==> config.mk <==
export PLATFORM = sky130hd
export DESIGN_NAME = clock_group_reset_sequencer
export DESIGN_NICKNAME = d
export VERILOG_FILES = /design/src/rtl/clock_group_reset_sequencer.sv
export SDC_FILE = /design/constraint.sdc
export NUM_CORES = 1
export LEC_CHECK = 0
export BUFFER_PORTS_ARGS = -buffer_cell sky130_fd_sc_hd__buf_2
export CAP_MARGIN = 20
export CORE_ASPECT_RATIO = 0.6
export CORE_MARGIN = 2
export CORE_UTILIZATION = 45
export CTS_CLUSTER_SIZE = 8
export DETAILED_ROUTE_END_ITERATION = 7
export PLACE_DENSITY = 0.71
export SETUP_SLACK_MARGIN = 0.5
export SYNTH_ARGS = -nofsm -noshare
export SYNTH_HDL_FRONTEND = slang
export SYNTH_SLANG_ARGS = --single-unit
==> constraint.sdc <==
create_clock -name clock -period 2.35 [get_ports clock]
set_clock_uncertainty 0.1 [all_clocks]
set_input_delay 0 -clock clock [delete_from_list [all_inputs] [get_ports clock]]
set_output_delay 0 -clock clock [all_outputs]
set_load 0.01 [all_outputs]
==> src/rtl/clock_group_reset_sequencer.sv <==
// rtl/clock_group_reset_sequencer.sv - power-on and partial reset sequencer for one clock group
// Optional clock-gate quiesce/resume phases: define CLOCK_GROUP_SEQ_GATE_EN.
module clock_group_reset_sequencer #(
  parameter int NUM_MEMBERS    = 4,
  parameter int HOLD_CYCLES    = 16,
  parameter int STAGGER_CYCLES = 4,
  parameter int GATE_CYCLES    = 2,
  parameter int CNT_W          = 8
) (
  input  logic                   clock,
  input  logic                   reset,
  input  logic                   req_valid,
  input  logic [NUM_MEMBERS-1:0] req_mask,
  output logic                   req_ready,
  output logic                   busy,
  output logic                   done,
  output logic [NUM_MEMBERS-1:0] member_reset,
  output logic [NUM_MEMBERS-1:0] member_clock_en
);

  typedef enum logic [2:0] {
    S_BOOT    = 3'd0,
    S_IDLE    = 3'd1,
    S_QUIESCE = 3'd2,
    S_HOLD    = 3'd3,
    S_RELEASE = 3'd4,
    S_RESUME  = 3'd5,
    S_DONE    = 3'd6
  } state_t;

`ifdef CLOCK_GROUP_SEQ_GATE_EN
  localparam bit GATE_EN = 1'b1;
`else
  localparam bit GATE_EN = 1'b0;
`endif

  localparam logic [CNT_W-1:0]       HOLD_LOAD    = CNT_W'(HOLD_CYCLES - 1);
  localparam logic [CNT_W-1:0]       STAGGER_LOAD = CNT_W'(STAGGER_CYCLES - 1);
  localparam logic [CNT_W-1:0]       GATE_LOAD    = CNT_W'(GATE_CYCLES - 1);
  localparam logic [NUM_MEMBERS-1:0] ONE          = NUM_MEMBERS'(1);

  state_t                 r_state;
  logic [CNT_W-1:0]       r_cnt;
  logic [NUM_MEMBERS-1:0] r_target;
  logic [NUM_MEMBERS-1:0] r_member_reset;

  state_t                 w_state_nxt;
  logic [CNT_W-1:0]       w_cnt_nxt;
  logic [NUM_MEMBERS-1:0] w_target_nxt;
  logic [NUM_MEMBERS-1:0] w_reset_nxt;
  logic [NUM_MEMBERS-1:0] w_pending;
  logic [NUM_MEMBERS-1:0] w_low;
  logic                   w_cnt_zero;

  // Targets still held in reset; the lowest one is the next to release.
  assign w_pending  = r_target & r_member_reset;
  assign w_low      = w_pending & ~(w_pending - ONE);
  assign w_cnt_zero = (r_cnt == '0);

  always_ff @(posedge clock or posedge reset) begin
    if (reset) begin
      r_state        <= S_BOOT;
      r_cnt          <= '0;
      r_target       <= '1;
      r_member_reset <= '1;
    end else begin
      r_state        <= w_state_nxt;
      r_cnt          <= w_cnt_nxt;
      r_target       <= w_target_nxt;
      r_member_reset <= w_reset_nxt;
    end
  end

  always_comb begin
    w_state_nxt  = r_state;
    w_cnt_nxt    = r_cnt;
    w_target_nxt = r_target;
    w_reset_nxt  = r_member_reset;
    case (r_state)
      S_BOOT: begin
        w_state_nxt  = S_HOLD;
        w_cnt_nxt    = HOLD_LOAD;
        w_target_nxt = '1;
        w_reset_nxt  = '1;
      end
      S_IDLE: begin
        if (req_valid) begin
          w_target_nxt = req_mask;
          if (req_mask == '0) begin
            w_state_nxt = S_DONE;
          end else if (GATE_EN) begin
            w_state_nxt = S_QUIESCE;
            w_cnt_nxt   = GATE_LOAD;
          end else begin
            w_state_nxt = S_HOLD;
            w_cnt_nxt   = HOLD_LOAD;
            w_reset_nxt = r_member_reset | req_mask;
          end
        end
      end
      S_QUIESCE: begin
        if (w_cnt_zero) begin
          w_state_nxt = S_HOLD;
          w_cnt_nxt   = HOLD_LOAD;
          w_reset_nxt = r_member_reset | r_target;
        end else begin
          w_cnt_nxt = r_cnt - 1'b1;
        end
      end
      S_HOLD: begin
        if (w_cnt_zero) begin
          w_state_nxt = S_RELEASE;
          w_cnt_nxt   = '0;
        end else begin
          w_cnt_nxt = r_cnt - 1'b1;
        end
      end
      S_RELEASE: begin
        if (w_cnt_zero) begin
          w_reset_nxt = r_member_reset & ~w_low;
          w_cnt_nxt   = STAGGER_LOAD;
          if ((w_pending & ~w_low) == '0) begin
            if (GATE_EN) begin
              w_state_nxt = S_RESUME;
              w_cnt_nxt   = GATE_LOAD;
            end else begin
              w_state_nxt = S_DONE;
            end
          end
        end else begin
          w_cnt_nxt = r_cnt - 1'b1;
        end
      end
      S_RESUME: begin
        if (w_cnt_zero) begin
          w_state_nxt = S_DONE;
        end else begin
          w_cnt_nxt = r_cnt - 1'b1;
        end
      end
      S_DONE: begin
        w_state_nxt = S_IDLE;
      end
      default: begin
        w_state_nxt = S_BOOT;
      end
    endcase
  end

  assign req_ready    = (r_state == S_IDLE);
  assign busy         = (r_state != S_IDLE);
  assign done         = (r_state == S_DONE);
  assign member_reset = r_member_reset;

`ifdef CLOCK_GROUP_SEQ_GATE_EN
  assign member_clock_en = ((r_state == S_QUIESCE) || (r_state == S_RESUME)) ? ~r_target : '1;
`else
  assign member_clock_en = '1;
`endif

endmodule

Word level (Yosys, flattened, before mapping)

Index checks and enable logic that the tools add are counted.

Bits in registers: 19
Bits in latches: 0
Memory bits (writable): 0
ROM bits: 0
Input bits: 7
Output and inout port bits: 11
Logic and storage cells: 62
Memories: 0

$add $sub $neg: 2
$mul: 0
Div/mod/pow operators: 0
Magnitude comparators: 0
Equality and inequality tests: 15
Shifts and indexed selects: 0
Mux-type cells: 22
Bitwise operators: 8
Reduce and logical (&&, ||, !) cells: 11

Operators with widths:

| kind                                                | count |
|---|---|
| 2-to-1 mux 8 bit                                    | 6 |
| one-hot mux 8 bit (6 select lines)                  | 1 |
| 2-to-1 mux 3 bit                                    | 7 |
| one-hot mux 3 bit (7 select lines)                  | 1 |
| 2-to-1 mux 4 bit                                    | 5 |
| AND 4 bit                                           | 4 |
| != test 2 bit, second input constant                | 8 |
| one-hot mux 4 bit (4 select lines)                  | 1 |
| equality test 3 bit, second input constant          | 3 |
| logical NOT 4 bit                                   | 2 |
| logical NOT 8 bit                                   | 1 |
| NOT 4 bit                                           | 2 |
| OR 4 bit                                            | 2 |
| one-hot mux 4 bit (2 select lines)                  | 1 |
| subtractor 8 x 1 -> 8 bit, second input constant    | 1 |
| equality test 3 x 2 -> 1 bit, second input constant | 2 |
| AND reduction 6 bit                                 | 1 |
| nonzero test 6 bit                                  | 1 |
| AND reduction 5 bit                                 | 1 |
| AND reduction 4 bit                                 | 1 |
| nonzero test 4 bit                                  | 1 |
| subtractor 4 x 1 -> 4 bit, second input constant    | 1 |
| equality test 3 x 1 -> 1 bit, second input constant | 1 |
| logical NOT 3 bit                                   | 1 |
| other kinds (3)                                     | 3 |

Depth between registers and ports, before layout

Gate-level depths: netlist of the first run.

Depth after elaboration: 10
Mapped depth: 7
Depth with buffers taken out: 7

Worst setup path after synthesis of the first run

OpenSTA, ideal clock, no wires.

Kind: flip-flop to flip-flop
From: register r_state[2]
To: register r_cnt[5]
Setup time: 0.126 ns
Arrival: 1.866 ns
Required time: 2.124 ns
Path slack: 0.258 ns
Cell stages (with the launch flop): 8
Path buffers: 1
Period minus slack after synthesis: 2.092 ns
Cells stage by stage: dfrtp_1 buf_2 clkinv_1 ha_1 and2_1 a32oi_4 nor2_2 a221o_1

Longest elaborated chain between the ends: 3
Elaborated cells between the ends (all ways): 12
Classes of those cells: eq/ne: 8; mux: 1; reduce/logical: 3

RTL lines:

| element                                                       | line | source |
|---|---|---|
| start, declared                                               | 42   | `state_t r_state;` |
| start signal, assigned                                        | 67   | `r_state <= w_state_nxt;` |
| equality test 3 x 1 -> 1 bit (tied with other cells)          | 79   | `case (r_state)` |
| nonzero test 6 bit (no line) or != test 2 bit (tied branches) | n/a  |  |
| AND reduction 4 bit (no line)                                 | n/a  |  |
| end signal, assigned                                          | 68   | `r_cnt <= w_cnt_nxt;` |
| end, declared                                                 | 43   | `logic [CNT_W-1:0] r_cnt;` |

Parallel ways exist; a longest one is shown, timed or not.
A chain may end at the register's enable or synchronous reset.

Worst setup path after layout of the first run

From: register r_cnt[1]
To: register r_cnt[7]

Longest elaborated chain between the ends: 3
Elaborated cells between the ends (all ways): 9
Classes of those cells: add/sub: 1; eq/ne: 1; mux: 5; reduce/logical: 2

RTL lines:

| element                                                                   | line | source |
|---|---|---|
| subtractor 8 x 1 -> 8 bit or logical NOT 8 bit (tied branches)            | n/a  |  |
| 2-to-1 mux 8 bit (tied with other cells)                                  | 135  | `if (w_cnt_zero) begin` |
| one-hot mux 8 bit (6 select lines) or AND reduction 4 bit (tied branches) | n/a  |  |

Parallel ways exist; a longest one is shown, timed or not. The select of a mux whose other input is x is not followed.

==> results.json, run 1 <==
{
  "whs_ps": 27.3,
  "drt_iter0_drc": 192,
  "ios": 18,
  "cts_tree": "done",
  "dp_slack_ps": 178,
  "critPathLaunchType": "flop",
  "fin_tns_setup_ps": 0,
  "place.gp.congestion": 0.856,
  "ys_async_sr_fraction_pct": 100,
  "synthMuxAreaShare_pct": 0,
  "hold-path-cell-count": 3,
  "syn_inst": 163,
  "ant_nets": 0,
  "ys_seq_area_share_pct": 35.0,
  "slew_headroom_pct": 49.6,
  "drive_gt1_share_pct": 35.7,
  "ff2ff_path_depth": 8,
  "setup_violations": 0,
  "dieArea_um2": 3560,
  "initial_utilization_pct": 47.7,
  "synth_flop_cell": "dfrtp_1",
  "diodes": 0,
  "hpwl_um": 2480,
  "grt_first_pass_wirelength_um": 6160,
  "synth-xor-area-share_pct": 0.631,
  "r2r_slack_ps": 260,
  "synth_area_per_cell_um2": 8.52,
  "clk_latency_ps": 280,
  "grt_antenna_before_repair": 0,
  "dp_cells": 215,
  "required_ps": 2400,
  "path_max_fanout": 6,
  "clk_root_buffer_cell": "clkbuf_8",
  "cap_viol_max_count": 0,
  "status": "completed",
  "numCtsBuffers": 3,
  "grtUsageTotal_pct": 24.2,
  "synth-edff-count": 0,
  "overflow": 0,
  "min_to": "r_target[3]$_DFFE_PP1P_",
  "clk_pin_slew_ps": 80,
  "final_cell_mix": "buf_4 (18), nor2_1 (14), buf_2 (13), o21ai_1 (12), nand2_1 (11)",
  "leakage_uw": 0.000774,
  "grt_pass1_vias": 1239,
  "synth_compound_area_share_pct": 34.1,
  "die_w_um": 75.7,
  "num-fill-cells": 207,
  "synthDistinctLibCells": 46,
  "final_common_cell": "buf_4",
  "final_cells": 241,
  "clkSinkCount": 19,
  "grt_max_degree": 20,
  "synth_top_family_by_area": "compound AO/OA/AOI/OAI gates",
  "vias": 1454,
  "ir_drop_v": 0.000809,
  "hp-class": "input pin to flop",
  "cp-end-kind": "flop",
  "die_h_um": 47.0,
  "maxSlewViolCount": 0,
  "finalCritPeriodShare_pct": 89.1,
  "post-route-min-period_ps": 2090,
  "synth_warnings": 0,
  "multi_input_area_um2": 916,
  "syn-cell-area_um2": 1390,
  "worstHoldStart": "req_valid",
  "synth-seq-cells": 19,
  "r2r-start": "r_cnt[1]$_DFFE_PP0P_",
  "ff_latch_area_um2": 488,
  "rr_endpoint": "r_cnt[7]$_DFFE_PP0P_",
  "synthAdderAreaFrac_pct": 4.32,
  "worst_slack_ps": 257,
  "htree_levels": 1,
  "tightest_slew_ps": 755,
  "critPathArrivalTime_ps": 2140,
  "std_cell_rows": 15,
  "wl_per_cell_um": 17.9,
  "rsz0062_at_grt": "yes",
  "route.detailed.drc": 0,
  "cts_buffer_depth": 2,
  "dr.pass1.iters": 5,
  "yosys.area_share.simple_pct": 19.4,
  "fin_total_pwr_uw": 2590,
  "port_buffers": 13,
  "drt-vias-per-instance": 6.03,
  "nets": 211,
  "syn_to_final_growth_pct": 31.7,
  "finalWirelength_um": 4330,
  "core_area_um2": 2910,
  "critPathKind": "flop to flop",
  "hold_violations": 0,
  "fmax_ghz": 0.478,
  "p_per_area_nw_per_um2": 1410
}
[power breakdown]
part	internal (uW)	switching, uW
registers	518	229
logic	723	871
clock network	119	126
total	1360	1230
[Yosys cell counts, types with 3 or more instances]
master    number  share of area [%]
a21oi_1       10                3.6
a22o_1         3                1.9
a31oi_1        9                4.1
and2_1         3                1.4
buf_4          4                2.2
clkbuf_1       6                1.6
dfrtp_1       11                 20
dfstp_2        8                 15
ha_1           4                3.6
inv_1          7                1.9
nand2_1       12                3.2
nand2b_1       6                2.7
nand3_1        3                1.1
nor2_1        14                3.8
nor3_1         3                1.1
o21ai_0       17                6.1
o22a_1         8                5.0
o22ai_1        4                1.8
[layer usage]
metal | part of all wire, % | GRT usage, % | vias up
li1 | - | - | 673
met1 | 41 | 33.9 | 677
met2 | 46 | 37.4 | 85
met3 | 9.8 | 5.58 | 19
met4 | 3.4 | 8.77 | 0
met5 | 0 | 0 | -
[worst max-delay path, cell delays in order, from the launching register on]
cell       delay, ps
dfrtp_1          380
inv_1             60
ha_2             180
nor4b_4          260
buf_4            200
nand3b_4         110
a32oi_4          320
a2bb2oi_1        250
o31ai_1          120
[area by class of cell]
class	count	share of cell area [%]
Sequential cell	19	26.7
Inverter	8	1.71
Multi-Input combinational cell	128	50.1
Timing Repair Buffer	40	16.1
Clock inverter	1	0.274
Clock buffer	3	2.26
Tap cell	42	2.87
[flip-flops by register name (all words and copies together) (netlist names)]
signal and count:
r_target 4, member_reset 4, r_state 3, r_cnt 8
[kinds of logic (layout without fill, tap and decap cells)]
group	after synthesis	after routing
buf+inv	19	52
fa+ha+maj	5	5
xor+xnor	1	1
simple gates	50	50
other cells	1	4
compound gates	68	68
flops	19	19
[metrics by stage]
step	util, %	area [um2]
global placement	52.0	1510
global route	62.9	1830
detailed placement	52.0	1510
CTS	59.4	1730
finish	62.9	1830
floorplan	-	1410
[repair_timing]
action                                  4_1_cts  5_1_grt
endpoints found under the setup margin       15       15
pin swaps                                     5        8
setup buffers                                11        6
hold buffers                                  5        0
gates resized for setup                      15       18
endpoints found under the hold margin        15        0
[how the worst max path moves through the flow]
stage | from | endpoint | slack, ps | cells past startpoint
6_report | r_cnt[1]$_DFFE_PP0P_ | r_cnt[7]$_DFFE_PP0P_ | 260 | 8
2_1_floorplan | r_cnt[0]$_DFFE_PP0P_ | r_cnt[5]$_DFFE_PP0P_ | 390 | 7
3_5_place_dp | r_cnt[0]$_DFFE_PP0P_ | r_cnt[5]$_DFFE_PP0P_ | 180 | 7
4_1_cts | r_cnt[1]$_DFFE_PP0P_ | r_cnt[5]$_DFFE_PP0P_ | 360 | 8
5_1_grt | r_cnt[0]$_DFFE_PP0P_ | r_cnt[7]$_DFFE_PP0P_ | 180 | 8
3_3_place_gp | r_cnt[0]$_DFFE_PP0P_ | r_cnt[5]$_DFFE_PP0P_ | 240 | 7
Note: power is estimated with default switching activity, not from simulation.
==> inputs of run 2 (changes only) <==
CORE_MARGIN = 3   (was 2)
==> results.json, run 2 (same netlist as run 1, synthesis figures left out) <==
{
  "dr.pass1.iters": 6,
  "ios": 18,
  "m1WireLength_um": 1870,
  "finalWirelength_um": 4330,
  "core_area_um2": 2720,
  "p_per_area_nw_per_um2": 1450,
  "final_cell_mix": "buf_4 (18), nor2_1 (14), buf_2 (13), nand2_1 (11)",
  "leakage_uw": 0.000761,
  "syn_to_final_growth_pct": 31.2,
  "crit_chain": "inv_1 -> ha_2 -> nor4b_4 -> buf_4 -> nand3b_4 -> a32oi_4 -> nor2_2 -> a221o_1",
  "fmax_ghz": 0.491,
  "dp_cells": 216,
  "p_comb_share_pct": 62.0,
  "clk_pin_slew_ps": 80,
  "grt_first_pass_wirelength_um": 6760,
  "regMostFlops": "r_cnt",
  "final_common_cell": "buf_4",
  "overflow": 0,
  "initial_utilization_pct": 51.2,
  "cts_buffer_depth": 2,
  "diodes": 0,
  "ir_drop_v": 0.000755,
  "cap_viol_max_count": 0,
  "grtUsageTotal_pct": 23.0,
  "p_sw_uw": 1250,
  "htree_levels": 1,
  "critPathLaunchType": "flop",
  "switching_share_pct": 47.5,
  "grt_antenna_before_repair": 0,
  "tightest_slew_ps": 785,
  "die_w_um": 77.7,
  "fin_total_pwr_uw": 2640,
  "path_max_fanout": 6,
  "place.gp.congestion": 0.863,
  "power.share.clock_pct": 9.5,
  "slew_headroom_pct": 47.6,
  "cp-end-kind": "flop",
  "hold_violations": 0,
  "slowest_stage": "dfrtp_1",
  "maxSlewViolCount": 0,
  "hp-class": "input pin to flop",
  "met3_length_um": 547,
  "top_layer": "met4",
  "largest_reg_flops": 8,
  "slowest_delay_ps": 390,
  "r2r_slack_ps": 310,
  "grt_max_degree": 20,
  "dr_wl_met2_um": 1860,
  "internal-power_uw": 1380,
  "drt_iter0_drc": 267,
  "vias": 1450,
  "fin_tns_setup_ps": 0,
  "cts_tree": "done",
  "drt-vias-per-instance": 6.14,
  "setup_violations": 0,
  "wl_per_cell_um": 18.4,
  "required_ps": 2410,
  "hpwl_um": 2820,
  "std_cell_rows": 14,
  "rsz0062_at_grt": "yes",
  "seq_power_share_pct": 28.5,
  "ant_nets": 0,
  "numCtsBuffers": 3,
  "die_h_um": 49.0,
  "final_cells": 236,
  "grt_pass1_vias": 1289,
  "finalCritPeriodShare_pct": 86.7,
  "post-route-min-period_ps": 2040,
  "port_buffers": 13,
  "nets": 208,
  "route.detailed.drc": 0,
  "finalCoreUtilization_pct": 67.1,
  "drive_gt1_share_pct": 37.2,
  "dieArea_um2": 3810,
  "status": "completed",
  "clk_latency_ps": 270,
  "clk_root_buffer_cell": "clkbuf_8",
  "critPathKind": "flop to flop",
  "whs_ps": 15.5,
  "clkSinkCount": 19,
  "critPathArrivalTime_ps": 2100
}
run 2: critical path: cells and delay by family, from the launching register on:
kind	cells	cell delay [ps]
flip-flops	1	390
AND/OR/NAND/NOR	3	430
buffers and inverters	2	240
AO/OA/AOI/OAI	2	570
adder cells (fa/ha/maj)	1	190
run 2: per-layer routing:
metal	up-vias	GRT usage, %
met5	-	0
met4	0	6.80
met3	10	8.12
met2	106	33.2
met1	671	31.9
li1	663	-
run 2: final cells by class:
type	count	area, um2
Fill cell	210	893
Inverter	8	31.3
Tap cell	40	50.0
Clock buffer	3	41.3
Sequential cell	19	487
Timing Repair Buffer	37	262
Clock inverter	1	5.00
Multi-Input combinational cell	128	946
run 2: metrics by stage:
stage / area (um2) / worst slack [ps]
global placement: 1530 / 253
finish: 1820 / 313
floorplan: 1410 / 387
global route: 1820 / 245
CTS: 1730 / 365
detailed placement: 1530 / 169
run 2: repair_timing:
item,CTS,global route
pin swaps,3,14
setup endpoints to repair,13,15
endpoints found under the hold margin,15,0
resized for setup,8,29
hold buffers,5,0
setup buffers,9,2
run 2: worst paths after layout:
| check | start | end | depth (start not counted) |
|---|---|---|---|
| min | req_valid | r_target[3]$_DFFE_PP1P_ | 3 |
| min in group asynchronous | reset | r_state[1]$_DFFE_PP0P_ | 3 |
| min reg2reg | member_reset[3]$_DFFE_PP1P_ | member_reset[3]$_DFFE_PP1P_ | 2 |
| max reg2reg | r_cnt[0]$_DFFE_PP0P_ | r_cnt[5]$_DFFE_PP0P_ | 8 |
| max in group asynchronous | reset | r_state[0]$_DFFE_PP0P_ | 3 |
| max | r_cnt[0]$_DFFE_PP0P_ | r_cnt[5]$_DFFE_PP0P_ | 8 |
run 2: power by group through the flow:
stage / Sequential, uW / Clock [uW] / Combinational [uW]
after floorplan: 642 / 0 / 995
after global placement: 708 / 0 / 1270
after detailed placement: 720 / 0 / 1310
after CTS: 714 / 251 / 1400
after global routing: 765 / 267 / 1760
final: 750 / 252 / 1630
==> inputs of run 3 (changes only) <==
CORE_UTILIZATION = 57   (was 45)
PLACE_DENSITY = 0.85   (was 0.71)
==> results.json, run 3 (same netlist as run 1, synthesis figures left out) <==
{
  "status": "completed",
  "fmax_ghz": 0.455,
  "final_common_cell": "buf_4",
  "drt_iter0_drc": 350,
  "final_cell_mix": "buf_4 (23), nor2_1 (13), buf_2 (13), nand2_1 (11), o21ai_1 (11)",
  "clk_pin_slew_ps": 70,
  "core_area_um2": 2240,
  "crit_chain": "inv_1 -> ha_4 -> and2_1 -> a32oi_4 -> buf_4 -> buf_4 -> o31ai_1",
  "ir_drop_v": 0.000877,
  "leakage_uw": 0.000813,
  "slowest_stage": "dfrtp_2",
  "path_max_fanout": 12,
  "num-fill-cells": 105,
  "cts_tree": "done",
  "dpl-instance-area_um2": 1490,
  "p_per_area_nw_per_um2": 1610,
  "route.detailed.drc": 0,
  "rr_endpoint": "r_cnt[7]$_DFFE_PP0P_",
  "largest_reg_flops": 8,
  "finalWirelength_um": 6100,
  "clkSinkCount": 19,
  "tightest_slew_ps": 779,
  "grt_pass1_vias": 1387,
  "grtUsageTotal_pct": 31.4,
  "diodes": 0,
  "wl_per_cell_um": 26.1,
  "fin_tns_setup_ps": 0,
  "overflow": 0,
  "clk_root_buffer_cell": "clkbuf_8",
  "port_buffers": 13,
  "die_h_um": 44.2,
  "cp-end-kind": "flop",
  "slowest_delay_ps": 520,
  "critPathKind": "flop to flop",
  "critPathArrivalTime_ps": 2250,
  "grt_first_pass_wirelength_um": 7430,
  "r2r_slack_ps": 150,
  "maxSlewViolCount": 0,
  "cp_num_buf_inv": 3,
  "critPathLaunchType": "flop",
  "regMostFlops": "r_cnt",
  "drive_gt1_share_pct": 44.6,
  "rsz0062_at_grt": "yes",
  "ff2ff_path_depth": 7,
  "syn_to_final_growth_pct": 41.7,
  "hold_violations": 0,
  "dieArea_um2": 3080,
  "crit_top_cell": "buf_4",
  "cts_buffer_depth": 2,
  "path_depth": 7,
  "nets": 216,
  "setup_violations": 0,
  "finalInstanceArea_um2": 1970,
  "required_ps": 2410,
  "clk_latency_ps": 260,
  "post-route-min-period_ps": 2200,
  "r2r-start": "r_state[1]$_DFFE_PP0P_",
  "hpwl_um": 2620,
  "grt_antenna_before_repair": 0,
  "cp-endpoint": "r_cnt[7]$_DFFE_PP0P_",
  "drt-vias-per-instance": 7.69,
  "grt_max_degree": 20,
  "hold-path-cell-count": 3,
  "die_w_um": 69.7,
  "vias": 1799,
  "initial_utilization_pct": 61.9,
  "startpoint": "r_state[1]$_DFFE_PP0P_",
  "finalCritPeriodShare_pct": 93.5,
  "numCtsBuffers": 3,
  "ant_nets": 0,
  "whs_ps": 19.8,
  "std_cell_rows": 13,
  "hp-class": "input pin to flop",
  "crit_family": "buffers and inverters",
  "cap_viol_max_count": 0,
  "ios": 18,
  "dr.pass1.iters": 5,
  "slew_headroom_pct": 47.4,
  "htree_levels": 1,
  "place.gp.congestion": 0.930
}
[run 3: worst min path at each step]
stage	end	startpoint
after floorplan	r_cnt[0]$_DFFE_PP0P_	reset
after global placement	r_cnt[3]$_DFFE_PP0P_	reset
after detailed placement	r_cnt[3]$_DFFE_PP0P_	reset
after CTS	r_target[3]$_DFFE_PP1P_	req_mask[3]
after global routing	r_target[3]$_DFFE_PP1P_	req_mask[3]
final	r_target[3]$_DFFE_PP1P_	req_mask[3]
[run 3: cell type report]
type,count,area [um2],area share (%)
multi-input combinational,128,1030,52.4
clock buffer,4,45.0,2.29
tap,30,37.5,1.91
timing repair buffer,45,334,17.0
inverter,8,31.3,1.59
sequential,19,489,24.9
[run 3: power breakdown]
| group | switching (uW) | total (uW) | internal (uW) |
|---|---|---|---|
| Combinational | 1190 | 2120 | 928 |
| Clock | 110 | 231 | 121 |
| Sequential | 289 | 810 | 521 |
| Total | 1590 | 3160 | 1570 |
[run 3: repair_timing]
| action | CTS | global route |
|---|---|---|
| pin swaps | 13 | 13 |
| hold buffers | 4 | 0 |
| hold endpoints to repair | 14 | 0 |
| cloned | 0 | 0 |
| resized for setup | 26 | 32 |
| buffers inserted | 13 | 11 |
| setup endpoints to repair | 14 | 15 |
[run 3: stage by stage]
step	setup slack, ps	instances	total power [uW]	utilization (%)
after floorplan	387	166	1640	-
after global placement	257	202	1900	66.3
after detailed placement	189	202	1970	66.3
after CTS	340	223	2500	78.7
after global routing	98.6	234	3250	87.7
final	153	234	3160	87.7
[run 3: worst min-delay path, stage by stage]
cell and delay [ps]:
buf_2 130, o22ai_1 140, a21oi_1 100
[run 3: metal layers]
| layer | track usage (%) | share of wire, % | up-vias |
|---|---|---|---|
| li1 | - | - | 683 |
| met1 | 44.6 | 38 | 839 |
| met2 | 52.5 | 40 | 206 |
| met3 | 5.22 | 14 | 71 |
| met4 | 5.34 | 7.5 | 0 |
| met5 | 0 | 0 | - |
